<file path="config.mk">
export PLATFORM = sky130hd
export DESIGN_NAME = ccu_snoop_bcast
export DESIGN_NICKNAME = d
export VERILOG_FILES = /design/src/rtl/ccu_snoop_bcast.sv
export SDC_FILE = /design/constraint.sdc
export NUM_CORES = 1
export LEC_CHECK = 0
export CAP_MARGIN = 15
export CELL_PAD_IN_SITES_DETAIL_PLACEMENT = 0
export CELL_PAD_IN_SITES_GLOBAL_PLACEMENT = 1
export CORE_AREA = 4 4 204 206
export DETAILED_ROUTE_END_ITERATION = 10
export DIE_AREA = 0 0 208 210
export PLACE_DENSITY = 0.69
export SETUP_SLACK_MARGIN = 0.2
export SLEW_MARGIN = 20
export SYNTH_ARGS = -nofsm -noshare
export SYNTH_HDL_FRONTEND = slang
export SYNTH_SLANG_ARGS = --single-unit
</file>
<file path="constraint.sdc">
create_clock -name clk_i -period 2.9 [get_ports clk_i]
set_input_delay 0.435 -clock clk_i [delete_from_list [all_inputs] [get_ports clk_i]]
set_output_delay 0.435 -clock clk_i [all_outputs]
set_load 0.05 [all_outputs]
</file>
<file path="src/rtl/ccu_snoop_bcast.sv">
// Snoop broadcaster for the CCU: fans one snoop out on the AC channels, merges the
// CR responses, then forwards CD data from the lowest-indexed supplier.
module ccu_snoop_bcast #(
    parameter int NoPorts      = 4,
    parameter int AxiAddrWidth = 64,
    parameter int DataWidth    = 64,
    parameter int IdxW         = $clog2(NoPorts)
) (
    input  logic                         clk_i,
    input  logic                         rst_ni,
    input  logic                         snp_valid_i,
    output logic                         snp_ready_o,
    input  logic [AxiAddrWidth-1:0]      snp_addr_i,
    input  logic [3:0]                   snp_snoop_i,
    input  logic [2:0]                   snp_prot_i,
    input  logic [IdxW-1:0]              snp_initiator_i,
    output logic [NoPorts-1:0]           ac_valid_o,
    input  logic [NoPorts-1:0]           ac_ready_i,
    output logic [AxiAddrWidth-1:0]      ac_addr_o,
    output logic [3:0]                   ac_snoop_o,
    output logic [2:0]                   ac_prot_o,
    input  logic [NoPorts-1:0]           cr_valid_i,
    output logic [NoPorts-1:0]           cr_ready_o,
    input  logic [NoPorts*5-1:0]         cr_resp_i,
    input  logic [NoPorts-1:0]           cd_valid_i,
    output logic [NoPorts-1:0]           cd_ready_o,
    input  logic [NoPorts*DataWidth-1:0] cd_data_i,
    input  logic [NoPorts-1:0]           cd_last_i,
    output logic                         rsp_valid_o,
    input  logic                         rsp_ready_i,
    output logic [4:0]                   rsp_resp_o,
    output logic                         data_valid_o,
    input  logic                         data_ready_i,
    output logic [DataWidth-1:0]         data_o,
    output logic                         data_last_o
);

    localparam logic [1:0] IDLE  = 2'd0;
    localparam logic [1:0] SNOOP = 2'd1;
    localparam logic [1:0] RESP  = 2'd2;
    localparam logic [1:0] DATA  = 2'd3;

    logic [1:0]              state_q;
    logic [AxiAddrWidth-1:0] addr_q;
    logic [3:0]              snoop_q;
    logic [2:0]              prot_q;
    logic [NoPorts-1:0]      ac_pend_q;
    logic [NoPorts-1:0]      cr_pend_q;
    logic [NoPorts-1:0]      dt_mask_q;
    logic [3:0]              agg_q;
    logic [IdxW-1:0]         src_q;

    logic [NoPorts-1:0]      target_mask;
    logic [NoPorts-1:0]      ac_hs;
    logic [NoPorts-1:0]      cr_hs;
    logic [NoPorts-1:0]      cd_last_hs;
    logic [NoPorts-1:0]      cr_dt;
    logic [3:0]              cr_or;
    logic [IdxW-1:0]         first_dt;
    logic [NoPorts-1:0]      cr_pend_next;
    logic [NoPorts-1:0]      dt_mask_next;

    // An out-of-range initiator matches no bit, so every port is snooped.
    // NOTE: every always_comb output gets a default first so no latch is inferred.
    always_comb begin
        target_mask = '1;
        for (int i = 0; i < NoPorts; i++) begin
            if (int'(snp_initiator_i) == i) target_mask[i] = 1'b0;
        end
    end

    always_comb begin
        cr_or = '0;
        cr_dt = '0;
        for (int i = 0; i < NoPorts; i++) begin
            if (cr_hs[i]) begin
                cr_or    = cr_or | cr_resp_i[i*5+1 +: 4];
                cr_dt[i] = cr_resp_i[i*5];
            end
        end
    end

    always_comb begin
        first_dt = '0;
        for (int i = NoPorts - 1; i >= 0; i--) begin
            if (dt_mask_q[i]) first_dt = IdxW'(i);
        end
    end

    assign snp_ready_o = (state_q == IDLE);
    assign ac_valid_o  = (state_q == SNOOP) ? ac_pend_q : '0;
    assign cr_ready_o  = (state_q == SNOOP) ? (cr_pend_q & ~ac_pend_q) : '0;
    assign ac_addr_o   = addr_q;
    assign ac_snoop_o  = snoop_q;
    assign ac_prot_o   = prot_q;

    assign rsp_valid_o = (state_q == RESP);
    assign rsp_resp_o  = (state_q == RESP) ? {agg_q, |dt_mask_q} : 5'd0;

    // The frozen source stops presenting once its own last beat has gone.
    assign data_valid_o = (state_q == DATA) && dt_mask_q[src_q] && cd_valid_i[src_q];
    assign data_o       = (state_q == DATA) ? cd_data_i[int'(src_q)*DataWidth +: DataWidth] : '0;
    assign data_last_o  = (state_q == DATA) && cd_last_i[src_q];

    always_comb begin
        cd_ready_o = '0;
        if (state_q == DATA) begin
            cd_ready_o         = dt_mask_q;
            cd_ready_o[src_q]  = dt_mask_q[src_q] & data_ready_i;
        end
    end

    assign ac_hs        = ac_valid_o & ac_ready_i;
    assign cr_hs        = cr_ready_o & cr_valid_i;
    assign cd_last_hs   = cd_ready_o & cd_valid_i & cd_last_i;
    assign cr_pend_next = cr_pend_q & ~cr_hs;
    assign dt_mask_next = dt_mask_q & ~cd_last_hs;

    // NOTE: sequential state uses non-blocking assignments only.
    always_ff @(posedge clk_i or negedge rst_ni) begin
        if (!rst_ni) begin
            state_q   <= IDLE;
            addr_q    <= '0;
            snoop_q   <= '0;
            prot_q    <= '0;
            ac_pend_q <= '0;
            cr_pend_q <= '0;
            dt_mask_q <= '0;
            agg_q     <= '0;
            src_q     <= '0;
        end else begin
            case (state_q)
                IDLE: begin
                    if (snp_valid_i) begin
                        addr_q    <= snp_addr_i;
                        snoop_q   <= snp_snoop_i;
                        prot_q    <= snp_prot_i;
                        ac_pend_q <= target_mask;
                        cr_pend_q <= target_mask;
                        dt_mask_q <= '0;
                        agg_q     <= '0;
                        state_q   <= (target_mask == '0) ? RESP : SNOOP;
                    end
                end
                SNOOP: begin
                    ac_pend_q <= ac_pend_q & ~ac_hs;
                    cr_pend_q <= cr_pend_next;
                    agg_q     <= agg_q | cr_or;
                    dt_mask_q <= dt_mask_q | cr_dt;
                    if (cr_pend_next == '0) state_q <= RESP;
                end
                RESP: begin
                    if (rsp_ready_i) begin
                        src_q   <= first_dt;
                        state_q <= (dt_mask_q != '0) ? DATA : IDLE;
                    end
                end
                default: begin
                    dt_mask_q <= dt_mask_next;
                    if (dt_mask_next == '0) state_q <= IDLE;
                end
            endcase
        end
    end

endmodule

</file>
## Yosys cells after proc, flatten, opt, wreduce, memory -nomap -nowiden

Index checks and enable logic that the tools add are counted.

| storage, ports and cells | value |
|---|---|
| flip-flop bits (word level) | 91 |
| bits in latches | 0 |
| bits in writable memories | 0 |
| ROM bits | 0 |
| memories kept | 0 |

| operators by class | value |
|---|---|
| add/sub/neg operators | 0 |
| multiply operators | 0 |
| divide/modulo/power cells | 0 |
| magnitude comparators | 2 |
| equality and inequality tests | 9 |
| shifts and indexed selects | 1 |
| multiplexer cells | 43 |
| bitwise logic cells | 19 |
| reductions and logical operators | 18 |

Operators with widths:

| kind | count |
|---|---|
| $shiftx A256 B9 Y64 | 1 |
| $mux W64 | 1 |
| $mux W4 | 9 |
| $and A4 B4 Y4 | 8 |
| $pmux W4 S2 | 3 |
| $mux W2 | 10 |
| $or A4 B4 Y4 | 5 |
| $not A4 Y4 | 4 |
| $logic_not A4 Y1 | 3 |
| $mux W1 | 12 |
| $pmux W4 S3 | 1 |
| $eq A2 B2 Y1 const B | 4 |
| $reduce_and A2 Y1 | 4 |
| $reduce_bool A4 Y1 | 2 |
| $bmux W1 S2 | 3 |
| $pmux W2 S3 | 1 |
| $mux W5 | 1 |
| $bwmux W4 | 1 |
| $eq A2 B1 Y1 const B | 2 |
| $logic_and A1 B1 Y1 | 4 |
| $logic_not A2 Y1 | 2 |
| $ne A2 B1 Y1 const B | 2 |
| $reduce_and A4 Y1 | 1 |
| $reduce_or A4 Y1 | 1 |
| 7 further kinds | 7 |

## Depth between registers and ports, before layout

| depth | value |
|---|---|
| depth in word-level cells | 13 |
| mapped depth | 6 |
| depth with buffers taken out | 5 |

## Worst setup path before layout

Ideal clock, no wire load.

| path | value |
|---|---|
| path type | register to output |
| start | register src_q[1] |
| end | output port data_valid_o |
| arrival time | 2,130 ps |
| data required time | 2,465 ps |
| slack | 335 ps |
| stages on the path, launching flop included | 5 |
| buffers on the path | 2 |
| path through | dfrtp_1 buf_2 buf_1 a311oi_1 a211oi_1 |

| on the way | value |
|---|---|
| word-level cells in the longest chain between the ends | 4 |
| elaborated cells on any way between the ends | 6 |
| those cells by class | 4 x mux; 2 x reduce/logical |

RTL lines:

| item | RTL line | RTL |
|---|---|---|
| start, declared | 51 | `logic [IdxW-1:0] src_q;` |
| start signal, assigned | 154 | `src_q <= first_dt;` |
| $bmux W1 S2 | 101 | `assign data_valid_o = (state_q == DATA) && dt_mask_q[src_q] && cd_valid_i[src_q];` |
| $mux W1 (implied by the code) | 101 |  |
| $logic_and A1 B1 Y1 | 101 |  |
| $logic_and A1 B1 Y1 * | 101 |  |
| end, declared | 32 | `output logic data_valid_o,` |

Every way passes the cells marked *; elsewhere a longest branch is shown, timed or not. The select of a mux whose other input is x is not followed.

## Worst setup path in the final report

| path | value |
|---|---|
| start | register src_q[1] |
| end | output port data_o[19] |

| on the way | value |
|---|---|
| word-level cells in the longest chain between the ends | 2 |

RTL lines:

| item | RTL line | RTL |
|---|---|---|
| $shiftx A256 B9 Y64 | 102 | `assign data_o = (state_q == DATA) ? cd_data_i[int'(src_q)*DataWidth +: DataWidth] : '0;` |
| $mux W64 | 102 |  |
| end, declared | 34 | `output logic [DataWidth-1:0] data_o,` |

Every way passes these cells.

==> metrics.txt <==
min Tclk post-route 2.571 ns; non-filler cells, final 1671; core area 0.03964 mm^2; clock buffer depth 2; pwr dens 934.8 mW/mm^2; area growth from synthesis to layout 107.3%; prevailing post-synth register cell dfrtp_1; Cells after Synth 615; Bufs and invs on worst path 2; Worst Path Max Fanout 34; most frequent cells in the layout clkdlybuf4s50_1 (441), nand2_1 (241), dfrtp_1 (87), buf_4 (73), and2_1 (72); Via-to-Cell Ratio 4.129; Horiz. Die Dim 208 um; count of final hold-check violations 0; Yosys cell types 41; Iteration-0 DRC Markers 446; crit end category primary output; synthesized cell area 0.005967 mm^2; WL/cell 22.41 um; Die Ht 210 um; Final Cell Area 0.01237 mm^2; pin count of the biggest net entering global routing 57; Cell Area, Placed 0.01198 mm^2; Most common cell on crit path buf_4; Detail Route Antenna Nets 0; CTS tree yes; I/O pins 526; Worst path max stage delay 0.74 ns; Design Power 11.56 mW; GPL Wtd Cong 0.9477; Net Switching 6.011 mW; CP startpoint src_q[1]; slew margin rel. 44.64%; drt drc 0; first-pass GRT wire length 52330 um; mean post-synth cell area 9.702 um^2; routed vias 6900; Clock Latency Late Sink 0.35 ns; setup violators final 0; DRT Pass-1 Iters 5; GR Overflow Total 0; Max stage delay cell, worst path dfrtp_4; clock network power share 10.3%; CP required 2.47 ns; Seq/Total Area, Yosys 38.16%; Worst-Margin Slew 0.8304 ns; initial antenna violation count 12; cell count after placement 1639; CP Cell Sequence buf_4 > mux4_2 > and2_1 > buf_4; crit path kind reg -> out; post-route worst setup slack 0.3293 ns; ratio of cells with drive above 1 in the final layout 17.65%; vias in the first global route 7060; logic gate share of total power 69.1%; number of synthesized flops with an enable pin 0; commonest non-fill, non-tap cell in the layout clkdlybuf4s50_1; CP Depth 4; RSZ-0062 raised after global routing false; max-slew violations 0; Clock Sinks 91; reg2reg end state_q[0]; slack of the worst reg-to-reg path 0.90 ns; total of max-cap violations 0; status completed; Initial Util 15.05%; setup_tns 0 ns; Detail Placement HPWL 30890 um; Yosys reg bits 91; cts bufs inserted 9; Place WS 0.5248 ns; crit start category flop; die area 0.04368 mm^2; final WL 37450 um; period utilisation layout 88.65%; Overall Global Routing Usage 16.16%; Worst Skew 0.01104 ns; Std-Cell Rows 73; yosys warns 0; CP endpoint data_o[19]; Peak VDD IR 0.0004932 V; Port-buffer cells 525; min-delay worst type in -> async; Leak 5.167 nW; nets 1504; CTS Root Cell clkbuf_16; Reg power frac 20.6%; sw frac 51.98%; CP arrival 2.14 ns; clock slew at reported path FFs 0.08 ns; # H-tree levels 3; critical path's top delay family flip-flops; Max Freq 389.0 MHz; internal power 5.552 mW; net count after synthesis 985; Reg2Reg Launch Point src_q[0]; Post-synth ARST share 100.0%; Worst R2R Path Depth 6
layout make-up:
class                           instances  area (um^2)
Sequential cell                        91         2287
Clock buffer                            9        225.2
Antenna cell                            7        17.52
Tap cell                              525        656.9
Fill cell                            4141        27270
Inverter                                6        22.52
Multi-Input combinational cell        476         3455
Clock inverter                          7        68.82
Timing Repair Buffer                  550         5637
cells in the mapped netlist, drive strengths merged (2+ instances only):
library cell  count  area, um^2
inv               6       22.52
nand2           242       908.4
a41oi             2       32.53
dfrtp            91        2277
a211oi            2       15.01
nand4             3       18.77
nor2b             5       33.78
and3              3       18.77
clkbuf           12       45.04
a31oi             2       12.51
and2             74       465.5
a21oi             8       40.04
a222oi            4       40.04
nor3              2       10.01
o21ai            13       65.06
buf              30       171.4
or3b              2       17.52
nor4              2       18.77
nor2             26       97.59
nand3b            4       42.54
a22oi             4       30.03
mux4             65        1464
nor3b             2       25.02
a21o              2       15.01
power by group through the flow:
stage / registers [mW] / logic [mW] / clock network, mW
final: 2.38 / 7.99 / 1.19
after global routing: 2.47 / 8.42 / 1.29
after CTS: 2.40 / 8.06 / 1.24
after detailed placement: 2.42 / 8.00 / 0
after global placement: 2.40 / 7.99 / 0
after floorplan: 3.81 / 3.41 / 0
registers in the layout, indices dropped and copies added, names as in the netlist:
| signal | count |
|---|---|
| agg_q | 4 |
| src_q | 2 |
| ac_prot_o | 3 |
| ac_snoop_o | 4 |
| ac_pend_q | 4 |
| cr_pend_q | 4 |
| ac_addr_o | 64 |
| dt_mask_q | 4 |
| state_q | 2 |
how the worst min path moves through the flow:
stage	startpoint	endpoint	slack (ns)	cells after the start
finish	rst_ni	ac_addr_o[12]	0.18	1
global route	rst_ni	ac_addr_o[13]	0.23	1
CTS	rst_ni	ac_addr_o[12]	0.20	1
detailed placement	ac_addr_o[61]	ac_addr_o[61]	0.46	2
global placement	ac_addr_o[30]	ac_addr_o[30]	0.46	2
floorplan	rst_ni	ac_addr_o[0]	0.14	0
what timing repair did:
item	CTS	global route
resized for setup	4	2
endpoints found under the setup margin	42	4
hold buffers	0	0
buffers inserted	1	8
cloned	0	0
metal layers:
metal / vias up / track usage, % / part of all wire, %
met5: - / 0 / 0.25
met4: 12 / 4.394 / 2.1
met3: 42 / 6.385 / 9.9
met2: 370 / 28.37 / 51
met1: 3317 / 18.40 / 37
li1: 3159 / - / -
cell families after synthesis:
group           Yosys count  synth area share (%)
compound gates           44                 5.200
buf+inv                  48                 4.005
flops                    91                 38.16
mux                      65                 24.53
simple gates            367                 28.10
stage by stage:
step | hold slack [ns] | utilization [%]
6_report | 0.1789 | 31.20
5_1_grt | 0.2333 | 31.18
4_1_cts | 0.2007 | 31.00
3_5_place_dp | 0.4613 | 30.23
3_3_place_gp | 0.4572 | 30.23
2_1_floorplan | 0.1394 | -
Note: power is estimated with default switching activity, not from simulation.
